--- src/rtl/attn_tile_streamer_if.sv ---
// Core-side bus of the attention tile streamer: launch, operand stream, result return.
interface attn_tile_streamer_if #(
  parameter int DATA_WIDTH = 16
);
  logic                  start;
  logic [15:0]           k_tile;
  logic                  in_valid;
  logic                  in_ready;
  logic [DATA_WIDTH-1:0] q;
  logic [DATA_WIDTH-1:0] k;
  logic [DATA_WIDTH-1:0] v;
  logic                  out_valid;
  logic                  out_ready;
  logic [DATA_WIDTH-1:0] out_data;

  modport master (
    output start, k_tile, in_valid, q, k, v, out_ready,
    input  in_ready, out_valid, out_data
  );

  modport slave (
    input  start, k_tile, in_valid, q, k, v, out_ready,
    output in_ready, out_valid, out_data
  );
endinterface

--- src/rtl/attn_tile_streamer.sv ---
// Host-side initiator for the attention core: buffers one Q/K/V tile, launches the
// core, streams operand beats, collects the result and reports status/statistics.
//
// state    | meaning
// ---------+-------------------------------------------------------------
// IDLE     | waiting for host_start; host writes land in the buffers
// LAUNCH   | one-cycle core start pulse, first payload is being loaded
// STREAM   | presenting operand beats until beat L-1 is accepted
// WAIT_OUT | waiting for the single result word from the core
module attn_tile_streamer #(
  parameter int DATA_WIDTH = 16,
  parameter int ADDR_W     = 6,
  parameter int TIMEOUT    = 1024
) (
  input  logic                  clk,
  input  logic                  rst_n,
  input  logic                  host_wr_en,
  input  logic [1:0]            host_wr_sel,
  input  logic [ADDR_W-1:0]     host_wr_addr,
  input  logic [DATA_WIDTH-1:0] host_wr_data,
  input  logic                  host_start,
  input  logic [15:0]           host_len,
  output logic                  host_busy,
  output logic                  host_done,
  output logic                  host_err,
  output logic [DATA_WIDTH-1:0] host_result,
  output logic                  host_result_valid,
  output logic [31:0]           stall_cycles,
  attn_tile_streamer_if.master  core
);

  localparam int DEPTH = 2 ** ADDR_W;
  localparam int TW    = $clog2(TIMEOUT + 1);
  localparam logic [TW-1:0]     TMR_LOAD = TW'(TIMEOUT - 1);
  localparam logic [ADDR_W:0]   PTR_ONE  = {{ADDR_W{1'b0}}, 1'b1};
  localparam logic [ADDR_W-1:0] IDX_ONE  = {{(ADDR_W-1){1'b0}}, 1'b1};

  typedef enum logic [1:0] {
    S_IDLE,
    S_LAUNCH,
    S_STREAM,
    S_WAIT_OUT
  } state_t;

  state_t state, state_nxt;

  logic [DATA_WIDTH-1:0] q_mem [DEPTH];
  logic [DATA_WIDTH-1:0] k_mem [DEPTH];
  logic [DATA_WIDTH-1:0] v_mem [DEPTH];

  logic [DATA_WIDTH-1:0] q_reg, k_reg, v_reg;
  logic [ADDR_W:0]       rd_ptr;
  logic [ADDR_W-1:0]     nxt_idx;
  logic [TW-1:0]         tmr;
  logic [15:0]           k_tile;
  logic [16:0]           eff_len;
  logic                  len_ok;
  logic                  start_ok, start_bad;
  logic                  in_hs, out_hs, last_beat, waiting, tmr_expired;

  // The extra length bit lets a zero length stand for a full DEPTH tile.
  assign eff_len   = (host_len == 16'd0) ? 17'(DEPTH) : {1'b0, host_len};
  assign len_ok    = (eff_len <= 17'(DEPTH));
  assign start_ok  = (state == S_IDLE) && host_start && len_ok;
  assign start_bad = (state == S_IDLE) && host_start && !len_ok;

  assign in_hs       = (state == S_STREAM) && core.in_ready;
  assign out_hs      = (state == S_WAIT_OUT) && core.out_valid;
  assign last_beat   = in_hs && (16'(rd_ptr) == (k_tile - 16'd1));
  assign waiting     = (state == S_STREAM) || (state == S_WAIT_OUT);
  assign tmr_expired = waiting && !in_hs && !out_hs && (tmr == '0);
  assign nxt_idx     = rd_ptr[ADDR_W-1:0] + IDX_ONE;

  assign core.q      = q_reg;
  assign core.k      = k_reg;
  assign core.v      = v_reg;
  assign core.k_tile = k_tile;

  // State register.
  always_ff @(posedge clk or negedge rst_n) begin
    if (!rst_n) state <= S_IDLE;
    else        state <= state_nxt;
  end

  // Next-state and state-decoded outputs.
  always_comb begin
    state_nxt      = state;
    host_busy      = 1'b1;
    core.start     = 1'b0;
    core.in_valid  = 1'b0;
    core.out_ready = 1'b0;
    case (state)
      S_IDLE: begin
        host_busy = 1'b0;
        if (start_ok) state_nxt = S_LAUNCH;
      end
      S_LAUNCH: begin
        core.start = 1'b1;
        state_nxt  = S_STREAM;
      end
      S_STREAM: begin
        core.in_valid = 1'b1;
        if (last_beat)        state_nxt = S_WAIT_OUT;
        else if (tmr_expired) state_nxt = S_IDLE;
      end
      S_WAIT_OUT: begin
        core.out_ready = 1'b1;
        if (out_hs || tmr_expired) state_nxt = S_IDLE;
      end
      default: state_nxt = S_IDLE;
    endcase
  end

  // Operand buffers; only writable while idle so a running stream never sees new data.
  always_ff @(posedge clk) begin
    if (host_wr_en && (state == S_IDLE)) begin
      case (host_wr_sel)
        2'd0:    q_mem[host_wr_addr] <= host_wr_data;
        2'd1:    k_mem[host_wr_addr] <= host_wr_data;
        2'd2:    v_mem[host_wr_addr] <= host_wr_data;
        default: ;
      endcase
    end
  end

  // Run bookkeeping: tile length, read pointer, payload, timer, status and statistics.
  always_ff @(posedge clk or negedge rst_n) begin
    if (!rst_n) begin
      k_tile            <= '0;
      rd_ptr            <= '0;
      tmr               <= '0;
      q_reg             <= '0;
      k_reg             <= '0;
      v_reg             <= '0;
      stall_cycles      <= '0;
      host_done         <= 1'b0;
      host_err          <= 1'b0;
      host_result       <= '0;
      host_result_valid <= 1'b0;
    end else begin
      host_done <= 1'b0;

      if (start_ok) begin
        k_tile            <= eff_len[15:0];
        rd_ptr            <= '0;
        tmr               <= TMR_LOAD;
        stall_cycles      <= '0;
        host_err          <= 1'b0;
        host_result_valid <= 1'b0;
      end

      if (start_bad) host_err <= 1'b1;

      // Payload is loaded a beat ahead so the core sees registered operands only.
      if (state == S_LAUNCH) begin
        q_reg <= q_mem[rd_ptr[ADDR_W-1:0]];
        k_reg <= k_mem[rd_ptr[ADDR_W-1:0]];
        v_reg <= v_mem[rd_ptr[ADDR_W-1:0]];
      end

      if ((state == S_STREAM) && !core.in_ready && (stall_cycles != '1))
        stall_cycles <= stall_cycles + 32'd1;

      if (in_hs) begin
        rd_ptr <= rd_ptr + PTR_ONE;
        tmr    <= TMR_LOAD;
        q_reg  <= q_mem[nxt_idx];
        k_reg  <= k_mem[nxt_idx];
        v_reg  <= v_mem[nxt_idx];
      end else if (waiting && !out_hs && (tmr != '0)) begin
        tmr <= tmr - 1'b1;
      end

      if (out_hs) begin
        host_result       <= core.out_data;
        host_result_valid <= 1'b1;
        host_done         <= 1'b1;
      end

      if (tmr_expired) begin
        host_err  <= 1'b1;
        host_done <= 1'b1;
      end
    end
  end

endmodule

--- src/flat_wrapper.sv ---
// flat-port wrapper written by rule: the top's interface ports become plain ports
module attn_tile_streamer_flat 
#(
  parameter int DATA_WIDTH = 16,
  parameter int ADDR_W     = 6,
  parameter int TIMEOUT    = 1024
)
  (clk, rst_n, host_wr_en, host_wr_sel, host_wr_addr, host_wr_data, host_start, host_len, host_busy, host_done, host_err, host_result, host_result_valid, stall_cycles, core_start, core_k_tile, core_in_valid, core_q, core_k, core_v, core_out_ready, core_in_ready, core_out_valid, core_out_data);
  attn_tile_streamer_if #(.DATA_WIDTH(DATA_WIDTH)) core_i ();
  input  logic clk;
  input  logic rst_n;
  input  logic host_wr_en;
  input  logic [1:0] host_wr_sel;
  input  logic [ADDR_W-1:0] host_wr_addr;
  input  logic [DATA_WIDTH-1:0] host_wr_data;
  input  logic host_start;
  input  logic [15:0] host_len;
  output logic host_busy;
  output logic host_done;
  output logic host_err;
  output logic [DATA_WIDTH-1:0] host_result;
  output logic host_result_valid;
  output logic [31:0] stall_cycles;
  output wire logic [$bits(core_i.start)-1:0] core_start;
  output wire logic [$bits(core_i.k_tile)-1:0] core_k_tile;
  output wire logic [$bits(core_i.in_valid)-1:0] core_in_valid;
  output wire logic [$bits(core_i.q)-1:0] core_q;
  output wire logic [$bits(core_i.k)-1:0] core_k;
  output wire logic [$bits(core_i.v)-1:0] core_v;
  output wire logic [$bits(core_i.out_ready)-1:0] core_out_ready;
  input wire logic [$bits(core_i.in_ready)-1:0] core_in_ready;
  input wire logic [$bits(core_i.out_valid)-1:0] core_out_valid;
  input wire logic [$bits(core_i.out_data)-1:0] core_out_data;
  assign core_start = core_i.start;
  assign core_k_tile = core_i.k_tile;
  assign core_in_valid = core_i.in_valid;
  assign core_q = core_i.q;
  assign core_k = core_i.k;
  assign core_v = core_i.v;
  assign core_out_ready = core_i.out_ready;
  assign core_i.in_ready = core_in_ready;
  assign core_i.out_valid = core_out_valid;
  assign core_i.out_data = core_out_data;
  attn_tile_streamer #(.DATA_WIDTH(DATA_WIDTH), .ADDR_W(ADDR_W), .TIMEOUT(TIMEOUT)) u_core (.clk(clk), .rst_n(rst_n), .host_wr_en(host_wr_en), .host_wr_sel(host_wr_sel), .host_wr_addr(host_wr_addr), .host_wr_data(host_wr_data), .host_start(host_start), .host_len(host_len), .host_busy(host_busy), .host_done(host_done), .host_err(host_err), .host_result(host_result), .host_result_valid(host_result_valid), .stall_cycles(stall_cycles), .core(core_i));
endmodule
--- config.mk ---
export PLATFORM = sky130hd
export DESIGN_NAME = attn_tile_streamer_flat
export DESIGN_NICKNAME = d
export VERILOG_FILES = /design/src/rtl/attn_tile_streamer_if.sv /design/src/rtl/attn_tile_streamer.sv /design/src/flat_wrapper.sv
export SDC_FILE = /design/constraint.sdc
export NUM_CORES = 2
export LEC_CHECK = 0
export CORE_ASPECT_RATIO = 1.25
export CORE_UTILIZATION = 57
export DETAILED_ROUTE_END_ITERATION = 8
export GPL_ROUTABILITY_DRIVEN = 0
export PLACE_DENSITY_LB_ADDON = 0.2
export REMOVE_ABC_BUFFERS = 1
export SETUP_SLACK_MARGIN = 0.1
export SYNTH_ARGS = -nofsm -noshare
export SYNTH_HDL_FRONTEND = slang
export SYNTH_SLANG_ARGS = --single-unit
--- constraint.sdc ---
create_clock -name clk -period 2.7 [get_ports clk]
set_input_delay 0.675 -clock clk [delete_from_list [all_inputs] [get_ports clk]]
set_output_delay 0.675 -clock clk [all_outputs]
set_load 0.01 [all_outputs]
==> report_table.html <==
<table>
<tr><th>Metric</th><th>Value</th></tr>
<tr><th colspan="2">STA</th></tr>
<tr><td>Unrepaired setup endpoints after global routing</td><td>yes</td></tr>
<tr><td>Setup slack after layout</td><td>-0.810 ns</td></tr>
<tr><td>Sum of negative setup slack</td><td>-24.72 ns</td></tr>
<tr><td>Setup violations, final</td><td>55</td></tr>
<tr><td>Max transition margin</td><td>0.131</td></tr>
<tr><td>Fmax achieved</td><td>0.285 GHz</td></tr>
<tr><td>Final clock period utilization by the worst path</td><td>1.30</td></tr>
<tr><td>Layout Skew</td><td>0.0524 ns</td></tr>
<tr><td>Number of hold-slack violations in the final timing report</td><td>0</td></tr>
<tr><td>Final slew viol count</td><td>0</td></tr>
<tr><td>Worst slew pin tran</td><td>1.30 ns</td></tr>
<tr><td>Minimum clock period after layout</td><td>3.51 ns</td></tr>
<tr><th colspan="2">Worst setup path</th></tr>
<tr><td>Cells along the critical path</td><td>ha_4 &gt; buf_12 &gt; buf_16 &gt; buf_16 &gt; buf_8 &gt; mux4_2 &gt; mux4_2 &gt; a22oi_2 &gt; nand4_1</td></tr>
<tr><td>Critical Path Slowest Stage Cell</td><td>mux4_2</td></tr>
<tr><td>Slowest Stage Delay on Critical Path</td><td>0.59 ns</td></tr>
<tr><td>Critical Path Sink Type</td><td>register</td></tr>
<tr><td>Maximum fanout encountered on the critical timing path</td><td>5</td></tr>
<tr><td>Reg2Reg Launch Point</td><td>u_core.rd_ptr[1]</td></tr>
<tr><td>CP startpoint kind</td><td>register</td></tr>
<tr><td>CP required</td><td>3.31 ns</td></tr>
<tr><td>End of the worst register-to-register path</td><td>u_core.core.k[7]</td></tr>
<tr><td>Number of cells on the worst reg-to-reg path</td><td>9</td></tr>
<tr><td>Type of the worst setup path</td><td>reg2reg</td></tr>
<tr><td>Setup slack, reg-to-reg</td><td>-0.81 ns</td></tr>
<tr><td>CP Data Arrival Time</td><td>4.12 ns</td></tr>
<tr><th colspan="2">Global route</th></tr>
<tr><td>Antenna violations before repair</td><td>39</td></tr>
<tr><td>Via count of the first global-routing pass</td><td>94853</td></tr>
<tr><td>Global-route wire length before repair</td><td>721000 um</td></tr>
<tr><td>Total gr overflow</td><td>0</td></tr>
<tr><td>Largest net degree at the start of global routing</td><td>89</td></tr>
<tr><td>Global-route usage over all layers</td><td>0.397</td></tr>
<tr><th colspan="2">Logic synthesis</th></tr>
<tr><td>Number of flip-flops and latches in the synthesized netlist</td><td>3207</td></tr>
<tr><td>Cell count after synthesis</td><td>7666</td></tr>
<tr><td>Netlist Area Pre-Place</td><td>148000 sq um</td></tr>
<tr><td>Cell type with the largest total area after synthesis</td><td>edfxtp_1</td></tr>
<tr><td>Main flop type after synthesis</td><td>edfxtp_1</td></tr>
<tr><td>Number of warnings reported in the yosys synthesis log</td><td>0</td></tr>
<tr><td>Async S/R FF share, synth</td><td>0.0421</td></tr>
<tr><td>EDFF count, synth</td><td>3072</td></tr>
<tr><td>Fraction of the yosys area taken by sequential cells</td><td>0.646</td></tr>
<tr><td>Synthesized area per cell</td><td>19.3 sq um</td></tr>
<tr><td>Area share of the leading cell type in the synthesized netlist</td><td>0.623</td></tr>
<tr><td>Post-synthesis cell type count</td><td>73</td></tr>
<tr><td>Ranking of synthesized cells by area</td><td>edfxtp_1, mux4_2, dfrtp_1</td></tr>
<tr><th colspan="2">CTS</th></tr>
<tr><td>Insertion delay of the later-clocked pin in the worst-skew pair</td><td>0.92 ns</td></tr>
<tr><td>Clock Sinks</td><td>3207</td></tr>
<tr><td>CTS tree</td><td>done</td></tr>
<tr><td>Clock Tree Root</td><td>clkbuf_16</td></tr>
<tr><td>Post-CTS clock slew at the launch and capture registers of the worst setup and hold paths</td><td>0.06 ns</td></tr>
<tr><td>Maximum clock path buffer count</td><td>4</td></tr>
<tr><td>Max H-tree Level</td><td>5</td></tr>
<tr><td>CTS buffer count</td><td>321</td></tr>
<tr><th colspan="2">Placement</th></tr>
<tr><td>Placed wire-length estimate</td><td>324000 um</td></tr>
<tr><td>Total instance count after detailed placement</td><td>11644</td></tr>
<tr><td>PortBufs</td><td>180</td></tr>
<tr><th colspan="2">Drt</th></tr>
<tr><td>Final routed wirelength across all metal layers</td><td>521000 um</td></tr>
<tr><td>Average routed wire per standard cell</td><td>41.5 um</td></tr>
<tr><td>Drc violations</td><td>2</td></tr>
<tr><td>Number of nets still failing antenna checks after routing</td><td>0</td></tr>
<tr><td>Via-to-Cell Ratio</td><td>7.65</td></tr>
<tr><td>Number of vias after detailed routing</td><td>96090</td></tr>
<tr><td>Iteration count of the initial detailed-routing pass</td><td>9</td></tr>
<tr><td>Starting DRC count in detailed routing</td><td>17193</td></tr>
<tr><th colspan="2">Layout</th></tr>
<tr><td>Layout cell share with drive strength beyond 1</td><td>0.436</td></tr>
<tr><td>Layout Area Growth over Synthesis</td><td>22.7%</td></tr>
<tr><td>Largest registers ranked by flip-flop count</td><td>u_core.k_mem (1024), u_core.q_mem (1024), u_core.v_mem (1024)</td></tr>
<tr><td>Final Net Count</td><td>8995</td></tr>
<tr><td>Multi-input gate area</td><td>51500 sq um</td></tr>
<tr><td>Fill cell total of the finished layout</td><td>15228</td></tr>
<tr><td>Final std cells w/o fill</td><td>12563</td></tr>
<tr><td>Register cell area after layout</td><td>95700 sq um</td></tr>
<tr><th colspan="2">Min path</th></tr>
<tr><td>WHS Endpoint</td><td>u_core.v_mem[39][0]</td></tr>
<tr><td>Worst Hold Path Cells</td><td>1</td></tr>
<tr><td>Launch instance of the worst min-delay path</td><td>host_wr_data[0]</td></tr>
<tr><td>Class of the most critical hold timing path</td><td>in2reg</td></tr>
<tr><th colspan="2">Power</th></tr>
<tr><td>Pwr/cell area</td><td>1160 nW/um^2</td></tr>
<tr><td>Worst supply voltage drop on vdd</td><td>0.000807 V</td></tr>
<tr><td>Static Leak</td><td>59.4 nW</td></tr>
<tr><th colspan="2">Run status</th></tr>
<tr><td>Outcome</td><td>finished with violations</td></tr>
<tr><td>Failing checks</td><td>DRC, setup timing</td></tr>
<tr><th colspan="2">Die</th></tr>
<tr><td>Chip width</td><td>458 um</td></tr>
<tr><td>Starting utilization of the core area</td><td>0.575</td></tr>
<tr><td>Row count</td><td>208</td></tr>
<tr><td>Height of the die</td><td>572 um</td></tr>
<tr><td>Area of the die</td><td>262000 sq um</td></tr>
<tr><td>Area of the placeable core</td><td>258000 sq um</td></tr>
<tr><td>Top-level port count</td><td>181</td></tr>
<tr><th colspan="2">Run</th></tr>
<tr><td>Max Cap Viol</td><td>0</td></tr>
</table>
==> per-stage QoR <==
| step | util | setup WS [ns] | hold WS (ns) | instance area (sq um) | power [W] |
|---|---|---|---|---|---|
| 5_1_grt | 0.705 | -0.767 | 0.117 | 182000 | 0.216 |
| 3_3_place_gp | 0.640 | -1.30 | 0.489 | 165000 | 0.146 |
| 3_5_place_dp | 0.640 | -1.33 | 0.492 | 165000 | 0.147 |
| 6_report | 0.705 | -0.810 | 0.131 | 182000 | 0.211 |
| 4_1_cts | 0.699 | -0.546 | 0.0855 | 180000 | 0.204 |
| 2_1_floorplan | - | -65.40 | 0.379 | 145000 | 0.0785 |
==> cells in the mapped netlist (7+ instances only) <==
master,count
edfxtp_1,3072
mux4_2,1640
nand2_1,657
nor2_1,266
buf_2,265
nand3_1,192
clkbuf_1,185
mux2i_1,170
a22oi_1,166
dfrtp_1,135
a21oi_1,95
buf_4,71
nand4_1,68
o21ai_0,66
buf_1,65
nor3_1,50
a32oi_1,49
a31oi_1,41
and3_1,40
a22o_1,22
mux2_2,21
a211oi_1,20
and2_1,20
o2111ai_1,19
o22ai_1,19
nand2b_1,17
or3_1,16
a221oi_1,15
inv_1,15
nor2b_1,14
nor4_1,14
buf_6,13
o211ai_1,13
a2111oi_0,11
nor3b_1,9
xnor2_1,9
o31ai_1,8
or4_1,7
==> power by group <==
part	internal, W	total [W]	switching [W]
clock network	0.0253	0.0448	0.0195
registers	0.0552	0.0562	0.00103
logic	0.0560	0.110	0.0537
==> placed cells by master (no fill, tap or decap), drive strengths merged, types with 24 or more instances in the layout <==
cell type      synthesis  final
clkbuf               187    410
a22oi                166    166
buf                  414   1347
and3                  40     40
nand4                 69     69
a31oi                 41     41
mux2i                170    170
nand2                658    658
clkinv                 0    116
mux4                1640   1640
nor2                 266    266
inv                   15     26
dlygate4sd2            0     44
nor3                  50     50
bufinv                 0     28
bufbuf                 0     24
a21oi                 99     99
nand3                192    192
dfrtp                135    135
o21ai                 71     71
clkdlybuf4s50          0    107
edfxtp              3072   3072
a32oi                 49     49
==> repair_timing <==
action                                  4_1_cts  5_1_grt
pin swaps                                    94      121
hold buffers                                  1        0
hold endpoints to repair                     37        0
cloned                                       51       10
resized for setup                           466      212
buffers inserted                            191       71
endpoints found under the setup margin      123     1112
==> layout make-up <==
class	instances	area share
sequential	3207	0.527
multi-input combinational	3843	0.283
timing repair buffer	1541	0.110
clock buffer	400	0.0473
tap	3360	0.0231
clock inverter	175	0.00914
inverter	15	0.000379
antenna	22	0.000303
==> worst max-delay path by stage <==
stage | start | endpoint | cells past startpoint
3_3_place_gp | u_core.rd_ptr[0] | u_core.core.k[12] | 7
2_1_floorplan | u_core.rd_ptr[0] | u_core.core.k[2] | 6
5_1_grt | u_core.rd_ptr[1] | u_core.core.k[7] | 9
6_report | u_core.rd_ptr[1] | u_core.core.k[7] | 9
4_1_cts | u_core.rd_ptr[1] | u_core.core.k[12] | 8
3_5_place_dp | u_core.rd_ptr[0] | u_core.core.k[12] | 7
==> kinds of logic after synthesis <==
group | after synthesis | share of synthesized area
multiplexers | 1831 | 0.262
adder cells (fa/ha/maj) | 4 | 0.000338
AO/OA/AOI/OAI | 595 | 0.0284
AND/OR/NAND/NOR | 1397 | 0.0420
XOR/XNOR | 16 | 0.000997
flip-flops | 3207 | 0.646
buffers and inverters | 616 | 0.0203
==> metal layers <==
metal,GRT usage,routed length (um),up-vias
li1,-,-,35381
met1,0.496,164000,49337
met2,0.597,237000,9352
met3,0.124,76300,1998
met4,0.275,43300,22
met5,0,160,-
==> worst max-delay path, delay by kind of cell (launching register included) <==
| family | cells | cell delay (ns) |
|---|---|---|
| adder cells (fa/ha/maj) | 1 | 0.29 |
| AO/OA/AOI/OAI | 1 | 0.34 |
| flip-flops | 1 | 0.49 |
| AND/OR/NAND/NOR | 1 | 0.46 |
| multiplexers | 2 | 1.10 |
| buffers and inverters | 4 | 0.49 |
(Power assumes the default switching activity.)
